`src/rtl/bp_pkg.sv`:
```
// Shared types and helpers for the branch target buffer: entry layout and
// 2-bit direction counter encoding and update rule.
package bp_pkg;

    // Entry fields are sized for the widest supported PC; narrower tags are zero-extended.
    localparam int BP_XLEN = 32;

    localparam logic [1:0] CTR_SNT   = 2'b00;
    localparam logic [1:0] CTR_WNT   = 2'b01;
    localparam logic [1:0] CTR_WT    = 2'b10;
    localparam logic [1:0] CTR_ST    = 2'b11;
    localparam logic [1:0] CTR_ALLOC = CTR_WT;

    typedef struct packed {
        logic               valid;
        logic [BP_XLEN-1:0] tag;
        logic [BP_XLEN-1:0] target;
        logic [1:0]         ctr;
        logic               jump;
    } bp_entry_t;

    function automatic logic [1:0] ctr_step(input logic [1:0] ctr, input logic up);
        if (up)
            return (ctr == CTR_ST) ? ctr : ctr + 2'd1;
        else
            return (ctr == CTR_SNT) ? ctr : ctr - 2'd1;
    endfunction

endpackage

```
`src/rtl/branch_predictor_sat_counter.sv`:
```
// Width-parametrised saturating up/down counter with enable and synchronous
// active-low clear; holds at all-ones going up and at zero going down.
module sat_counter #(
    parameter int WIDTH = 16
) (
    input  logic             clk,
    input  logic             clr_n,
    input  logic             en,
    input  logic             up,
    output logic [WIDTH-1:0] count
);

    always_ff @(posedge clk) begin
        if (!clr_n) begin
            count <= '0;
        end else if (en) begin
            if (up && count != '1)
                count <= count + WIDTH'(1);
            else if (!up && count != '0)
                count <= count - WIDTH'(1);
        end
    end

endmodule

```
`src/rtl/branch_predictor.sv`:
```
// Direct-mapped BTB with 2-bit direction counters: zero-latency fetch lookup,
// execute-stage resolve/redirect, table training and saturating perf counters.
module branch_predictor
    import bp_pkg::*;
#(
    parameter int DATA_WIDTH  = 32,
    parameter int INDEX_BITS  = 4,
    parameter int COUNT_WIDTH = 16
) (
    input  logic                   clk,
    input  logic                   rst_n_i,
    input  logic [DATA_WIDTH-1:0]  pc_f_i,
    output logic                   predict_taken_f_o,
    output logic [DATA_WIDTH-1:0]  next_pc_f_o,
    input  logic                   update_en_e_i,
    input  logic                   is_jump_e_i,
    input  logic                   is_jalr_e_i,
    input  logic [DATA_WIDTH-1:0]  pc_e_i,
    input  logic                   taken_e_i,
    input  logic [DATA_WIDTH-1:0]  target_e_i,
    input  logic                   pred_taken_e_i,
    input  logic [DATA_WIDTH-1:0]  pred_target_e_i,
    output logic                   mispredict_e_o,
    output logic [DATA_WIDTH-1:0]  redirect_pc_e_o,
    output logic [COUNT_WIDTH-1:0] branch_count_o,
    output logic [COUNT_WIDTH-1:0] mispredict_count_o
);

    localparam int ENTRIES = 1 << INDEX_BITS;
    localparam int TAG_W   = DATA_WIDTH - INDEX_BITS - 2;

    bp_entry_t table_q [ENTRIES];

    logic [INDEX_BITS-1:0] idx_f, idx_e;
    logic [TAG_W-1:0]      tag_f, tag_e;
    bp_entry_t             entry_f, entry_e;
    logic                  hit_f, hit_e;

    assign idx_f = pc_f_i[INDEX_BITS+1:2];
    assign tag_f = pc_f_i[DATA_WIDTH-1:INDEX_BITS+2];
    assign idx_e = pc_e_i[INDEX_BITS+1:2];
    assign tag_e = pc_e_i[DATA_WIDTH-1:INDEX_BITS+2];

    assign entry_f = table_q[idx_f];
    assign entry_e = table_q[idx_e];
    assign hit_f   = entry_f.valid && (entry_f.tag == BP_XLEN'(tag_f));
    assign hit_e   = entry_e.valid && (entry_e.tag == BP_XLEN'(tag_e));

    // Lookup reads the registered table, so a same-cycle update is not yet visible.
    assign predict_taken_f_o = hit_f && (entry_f.jump || entry_f.ctr[1]);
    assign next_pc_f_o       = predict_taken_f_o ? DATA_WIDTH'(entry_f.target)
                                                 : pc_f_i + DATA_WIDTH'(4);

    always_comb begin
        mispredict_e_o  = 1'b0;
        redirect_pc_e_o = pc_e_i + DATA_WIDTH'(4);
        if (update_en_e_i) begin
            mispredict_e_o = is_jalr_e_i
                          || (pred_taken_e_i != taken_e_i)
                          || (taken_e_i && (pred_target_e_i != target_e_i));
            if (taken_e_i)
                redirect_pc_e_o = target_e_i;
        end
    end

    // jalr targets are register-dependent, so they never enter the table.
    always_ff @(posedge clk) begin
        if (!rst_n_i) begin
            for (int i = 0; i < ENTRIES; i++)
                table_q[i] <= '0;
        end else if (update_en_e_i && !is_jalr_e_i) begin
            if (hit_e) begin
                table_q[idx_e].ctr <= ctr_step(entry_e.ctr, taken_e_i);
                if (taken_e_i)
                    table_q[idx_e].target <= BP_XLEN'(target_e_i);
            end else if (taken_e_i) begin
                table_q[idx_e] <= '{valid:  1'b1,
                                   tag:    BP_XLEN'(tag_e),
                                   target: BP_XLEN'(target_e_i),
                                   ctr:    CTR_ALLOC,
                                   jump:   is_jump_e_i};
            end
        end
    end

    sat_counter #(.WIDTH(COUNT_WIDTH)) u_branch_cnt (
        .clk   (clk),
        .clr_n (rst_n_i),
        .en    (update_en_e_i),
        .up    (1'b1),
        .count (branch_count_o)
    );

    sat_counter #(.WIDTH(COUNT_WIDTH)) u_mispredict_cnt (
        .clk   (clk),
        .clr_n (rst_n_i),
        .en    (mispredict_e_o),
        .up    (1'b1),
        .count (mispredict_count_o)
    );

endmodule
```
`config.mk`:
```
export PLATFORM = sky130hd
export DESIGN_NAME = branch_predictor
export DESIGN_NICKNAME = d
export VERILOG_FILES = /design/src/rtl/bp_pkg.sv /design/src/rtl/branch_predictor_sat_counter.sv /design/src/rtl/branch_predictor.sv
export SDC_FILE = /design/constraint.sdc
export NUM_CORES = 2
export LEC_CHECK = 0
export BUFFER_PORTS_ARGS = -buffer_cell sky130_fd_sc_hd__buf_2
export CAP_MARGIN = 0
export CORE_ASPECT_RATIO = 0.75
export CORE_UTILIZATION = 50
export CTS_CLUSTER_DIAMETER = 150
export DETAILED_ROUTE_END_ITERATION = 7
export PLACE_DENSITY_LB_ADDON = 0.2
export REMOVE_ABC_BUFFERS = 1
export SYNTH_ARGS = -nofsm -noshare
export SYNTH_HDL_FRONTEND = slang
export SYNTH_HIERARCHICAL = 1
export SYNTH_SLANG_ARGS = --single-unit
export TNS_END_PERCENT = 50
```
`constraint.sdc`:
```
create_clock -name clk -period 10.5 [get_ports clk]
set_input_delay 0.525 -clock clk [delete_from_list [all_inputs] [get_ports clk]]
set_output_delay 0.525 -clock clk [all_outputs]
set_load 0.02 [all_outputs]
```
### Word level (Yosys, flattened, before mapping)

Memories as Yosys holds them, arrays and structs flattened.
Index checks and enable logic that the tools add are counted.

* add/sub/neg operators: 6
* multipliers: 0
* div/mod/pow operators: 0
* $lt $le $gt $ge: 0
* equality and inequality tests: 7
* shift operators: 0
* muxes and demuxes: 29
* bitwise operators: 2
* reductions and logical operators: 13

Operators with widths (count)
* $mux 32: 4
* $add 32x3->32 const B: 2
* $eq 32x26->1: 2
* $mux 62: 1
* $reduce_or 62->1: 1
* $add 16x1->16 const B: 2
* $ne 16x16->1 const B: 2
* $ne 32x32->1: 1
* $mux 1: 15
* $mux 2: 7
* $logic_and 1x1->1: 5
* $mux 4: 1
* $reduce_and 2->1: 2
* $logic_or 1x1->1: 3
* $mux 3: 1
* $add 2x1->2 const B: 1
* $eq 2x2->1 const B: 1
* $logic_not 2->1: 1
* $or 1x1->1: 2
* $sub 2x1->2 const B: 1
* $logic_not 1->1: 1
* $ne 1x1->1: 1

* bits in registers: 32
* bits in latches: 0
* bits in writable memories: 992
* ROM bits: 0
* bits of input ports: 135
* output and inout port bits: 98
* memories: 1

Memory list
* table_q: depth 16, width 62, rd ports 2, clocked after memory_dff 0, write ports 16, RTL line branch_predictor.sv:32 `bp_entry_t table_q [ENTRIES];`

### Longest topological paths before layout

An unclocked memory read counts as a cell.

* depth in word-level cells: 10
* depth in mapped cells: 16
* depth with buffers taken out: 12

### Modules after synthesis

The synthesis kept the hierarchy.

By module, submodules not included
* branch_predictor: instances 1, cells an instance 3483, area each 51494.4 um^2, sequential area each 29628.4 um^2
* sat_counter: instances 2, cells an instance 179, area each 1471.4 um^2, sequential area each 320.3 um^2

### Worst setup path after synthesis

OpenSTA, ideal clock, no wires.

* path kind: register to register
* start: register u_branch_cnt.count[9]
* end: register u_branch_cnt.count[14]
* library setup time: 79 ps
* data arrival time: 4090 ps
* data required time: 10421 ps
* setup slack: 6332 ps
* cell stages (with the launch flop): 10
* path buffers: 0
* period minus slack after synthesis: 4168 ps
* path through: dfxtp_1 nand4_1 o41ai_1 ha_1 a21o_1 a21oi_4 a21oi_2 o211a_1 or4_4 o221ai_2

* longest elaborated chain between the ends: 2
* elaborated cells on any way between the ends: 3
* classes of those cells: add/sub (1); eq/ne (1); reduce/logical (1)

RTL lines
* from (decl): RTL line branch_predictor_sat_counter.sv:10 `output logic [WIDTH-1:0] count`
* from (signal assigned): RTL line branch_predictor_sat_counter.sv:18 `count <= count + WIDTH'(1);`
* from (signal assigned): RTL line branch_predictor_sat_counter.sv:20 `count <= count - WIDTH'(1);`
* branches (longest 2 deep; another with $add 16x1->16)

Several ways; the timed one is not identified.
A chain may end at the register's enable or synchronous reset.

### Worst setup path in the final report

* start: input pc_f_i[2]
* end: output next_pc_f_o[0]

* longest elaborated chain between the ends: 5
* elaborated cells on any way between the ends: 6
* classes of those cells: eq/ne (1); mux (1); reduce/logical (3); memory (1)

RTL lines
* from (decl): RTL line branch_predictor.sv:12 `input logic [DATA_WIDTH-1:0] pc_f_i,`
* $mem_v2 16x62 *
* $eq 32x26->1: RTL line branch_predictor.sv:46 `assign hit_f = entry_f.valid && (entry_f.tag == BP_XLEN'(tag_f));`
* $logic_and 1x1->1: RTL line branch_predictor.sv:46
* $logic_and 1x1->1: RTL line branch_predictor.sv:50 `assign predict_taken_f_o = hit_f && (entry_f.jump || entry_f.ctr[1]);`
* $mux 32 *: RTL line branch_predictor.sv:51 `assign next_pc_f_o = predict_taken_f_o ? DATA_WIDTH'(entry_f.target)`
* to (decl): RTL line branch_predictor.sv:14 `output logic [DATA_WIDTH-1:0] next_pc_f_o,`

Mark *: on every way between the ends. The rest lies on a longest branch, timed or not.

==> Flow_metrics.wiki <==
{| class="wikitable"
! Metric !! Value
|-
| Syn Inst Count || 3841
|-
| H-tree level count || 3
|-
| Final critical path time including I/O delays and setup || 5.98 ns
|-
| Number of buffer cells added on primary ports || 232
|-
| Biggest area contributors in the synthesized netlist || sky130_fd_sc_hd__edfxtp_1 (54%), sky130_fd_sc_hd__mux4_2 (16%), sky130_fd_sc_hd__and3_1 (5.6%)
|-
| Average instance area after synthesis || 14.2 um2
|-
| Post-CTS repair timing setup buffer count || 0
|-
| Total half-perimeter wirelength after legalization and detailed placement || 112000 um
|-
| TritonCTS buffer count || 102
|-
| Share of cells above drive strength 1 || 24.9%
|-
| Crit-path most repeated cell || sky130_fd_sc_hd__mux4_2
|-
| Cell count of the worst reg-to-reg path || 9
|-
| CTS sink cnt || 1024
|-
| Number of buffers and inverters on the critical path || 4
|-
| Unrepaired setup endpoints after global routing || false
|-
| Post-route clock period utilization || 57.0%
|-
| Post-detailed-route wirelength per cell || roughly 32 um
|-
| Leading area contributor after synthesis || sky130_fd_sc_hd__edfxtp_1
|-
| Clock group share of total power || 39.1%
|-
| Final hold vios || 0
|-
| CTS Hold Bufs || 0
|-
| Slowest cell on crit path || sky130_fd_sc_hd__buf_4
|-
| Post-layout net count || 4021
|-
| Synthesis warning total || 6
|-
| Max-Cap Viols || 0
|-
| Flip-flop cell with the highest count after synthesis || sky130_fd_sc_hd__edfxtp_1
|-
| CTS tree || done
|-
| Cell variety after synth || 90
|-
| Ports || around 230
|-
| Violations in the final reports || DRC
|-
| Starting density of the core || 50.6%
|-
| Count of standard-cell rows || 104
|-
| Share of total power consumed by net switching || 25.8%
|-
| Placeable core region || 108000 um2
|-
| Placed Instance Area || 56600 um2
|-
| Setup slack of the critical path after layout || 4.52 ns
|-
| Most common cell after layout, fill and taps aside || sky130_fd_sc_hd__edfxtp_1
|-
| Final-layout worst hold slack || 0.333 ns
|-
| Type of destination of the critical path || primary output
|-
| Global-route congestion overflow total || 0
|-
| Worst hold path stage count || 4
|-
| Share of the synthesized area in the top cell type || 53.8%
|-
| Vias in the first global route || 33.6k
|-
| Pin count of the biggest net entering global routing || between 100 and 150
|-
| Vert. Die Dim || 288 um
|-
| Transition time at the pin with the least slew margin || about 1.3 ns
|-
| Detailed Route WL || around 170000 um
|-
| WP data required || 9.98 ns
|-
| Clock latency at the later pin of the worst-skew pair || between 0.7 and 0.8 ns
|-
| Number of remaining DRC errors || 28
|-
| Antenna violation net count after detailed routing || 0
|-
| Category of the worst setup path launch point || input port
|-
| Critical path class || input port to primary output
|-
| CTS clk-pin slew, worst paths || around 0.07 ns
|-
| Clk Tree Root Cell || sky130_fd_sc_hd__clkbuf_16
|-
| Combinational Power Share || about an eighth
|-
| Pwr Density || 167 nW/um2
|-
| Static leakage || 22.6 nW
|-
| Maximum vdd ir drop || 0.120 mV
|-
| Filler Cell Count || 8487
|-
| Die Width || around 380 um
|-
| Delay-heaviest family, CP || buffers and inverters
|-
| Fmax achieved || 0.167 GHz
|-
| Number of pins exceeding their max-slew limit in the final report || 0
|-
| Remaining max-slew budget at the tightest pin || 9.80%
|-
| Number of storage elements in the synthesis netlist || 1024
|-
| Post-synthesis cell area || 54400 um2
|-
| Tightest Hold Check Type || input port to flop
|-
| Full die area || around 110000 um2
|-
| Area delta synth->final || 10.5%
|-
| Switching Power || between 2 and 3 mW
|-
| Sequential element share of the synthesized area || 55.6%
|-
| Worst EP arrival || 5.46 ns
|-
| Share of total power in sequential cells || 48.1%
|-
| Number of DRC violations after detailed-routing iteration 0 || ~5k
|-
| Number of cells upsized or downsized after cts || 0
|-
| Summed area of non-filler cells in the final layout || 60100 um2
|-
| Worst path cell trace || buf_8 -> buf_12 -> mux4_2 -> mux4_2 -> xor2_1 -> nor4_1 -> and4_1 -> nand3_1 -> and4bb_4 -> buf_4 -> mux2_2 -> buf_2
|-
| Total Routing Usage GR || 31.6%
|-
| Wire length of the first global-routing pass || 249000 um
|-
| Detailed-route via count || 35.3k
|-
| Number of enable flip-flop cells after synthesis || 976
|-
| Final Wtd Congestion || 0.958
|-
| CP Max Fanout || 86
|-
| Setup TNS Final || 0 ns
|-
| Cell internal power dissipation || around 7.5 mW
|-
| Worst slack, placed || 4.41 ns
|-
| Setup skew after layout || 0.0388 ns
|-
| Max Root-Sink Buffers || 3
|-
| Number of setup violations in the final report || 0
|-
| Via/cell ratio || roughly 6.6
|-
| Outcome || finished with violations
|-
| Peak per-stage delay on the critical path || 0.66 ns
|-
| Drt pass-1 iters || 8
|-
| Most frequent cells in the layout || sky130_fd_sc_hd__edfxtp_1 (976), sky130_fd_sc_hd__and3_1 (489), sky130_fd_sc_hd__and2_1 (476), sky130_fd_sc_hd__mux4_2 (395), sky130_fd_sc_hd__buf_2 (224)
|-
| Initial antenna violation count || 14
|-
| CP Depth || 12
|-
| Share of async-settable or async-resettable flops after synthesis || 0%
|-
| Overall power || 10.1 mW
|}
[power by group through the flow]
stage	registers (mW)	logic (mW)	clock network, mW
CTS	4.83	1.28	3.95
detailed placement	4.92	1.27	0
global placement	4.91	1.27	0
floorplan	4.86	0.696	0
finish	4.84	1.29	3.93
global route	4.85	1.36	4.10
[cells in the mapped netlist (all sizes together) (5+ instances only)]
master	number
a2111oi	5
a31oi	7
a311o	5
a21oi	59
nor2	59
and3	491
clkbuf	289
nand2b	24
mux2	44
nand4	33
mux4	395
mux2i	76
xnor2	87
and4	5
nand3	36
or4	5
or3	9
dfxtp	48
nor3	22
o211ai	8
ha	35
a22oi	8
edfxtp	976
and2b	5
o221ai	9
nor2b	11
o21ai	86
nor4	17
nand2	171
inv	27
a21o	25
a211oi	30
xor2	67
buf	110
nand3b	7
and2	478
[area by class of cell]
class / instances / area, um2 / share of cell area [%]
Tap cell: 1431 / 1790 / 2.98
Timing Repair Buffer: 298 / 1740 / 2.89
Multi-Input combinational cell: 2396 / 22700 / 37.7
Clock buffer: 128 / 2740 / 4.56
Sequential cell: 1024 / 30300 / 50.3
Clock inverter: 62 / 795 / 1.32
Inverter: 27 / 101 / 0.169
Antenna cell: 4 / 10.0 / 0.0166
[state kept, by name, indices dropped and copies added, names as in the netlist]
name / cells
u_mispredict_cnt/count: 16
u_branch_cnt/count: 16
table_q: 992
[cell families (layout without fill, tap and decap cells)]
logic type,after synthesis,in the layout,share of synthesized area (%)
flops,1024,1024,55.6
simple gates,1383,1383,14.9
other cells,1,10,0.00689
buf+inv,426,515,3.46
xor+xnor,154,154,2.48
compound gates,300,300,3.84
mux,515,515,18.9
fa+ha+maj,38,38,0.896
[stage by stage]
step | util [%] | instances
floorplan | - | 3447
global placement | 52.6 | 5176
detailed placement | 52.6 | 5176
CTS | 55.9 | 5366
global route | 55.9 | 5367
finish | 55.9 | 5370
[final timing paths]
kind	start	to	slack (ns)
min	is_jalr_e_i	table_q[15][2]$_DFFE_PP_	0.33
max reg2reg	table_q[7][60]$_DFFE_PP_	table_q[15][48]$_DFFE_PP_	5.88
max	pc_f_i[2]	next_pc_f_o[0]	4.52
min reg2reg	table_q[0][61]$_SDFFE_PN1N_	table_q[0][61]$_SDFFE_PN1N_	0.48
[tightest hold or removal path, delay by kind of cell]
family                 cells  cell delay [ns]
AO/OA/AOI/OAI              1             0.05
AND/OR/NAND/NOR            2             0.17
buffers and inverters      1             0.12
[per-layer routing]
metal / track usage [%] / part of all wire, % / vias to the layer above / wire length [um]
li1: - / - / 14800 / -
met1: 44.8 / 40 / 18100 / 69800
met2: 46.2 / 44 / 2120 / 76600
met3: 10.3 / 12 / 295 / 21500
met4: 9.58 / 3.2 / 10 / 5620
met5: 0 / 0.037 / - / 65
Note: power is estimated with default switching activity, not from simulation.
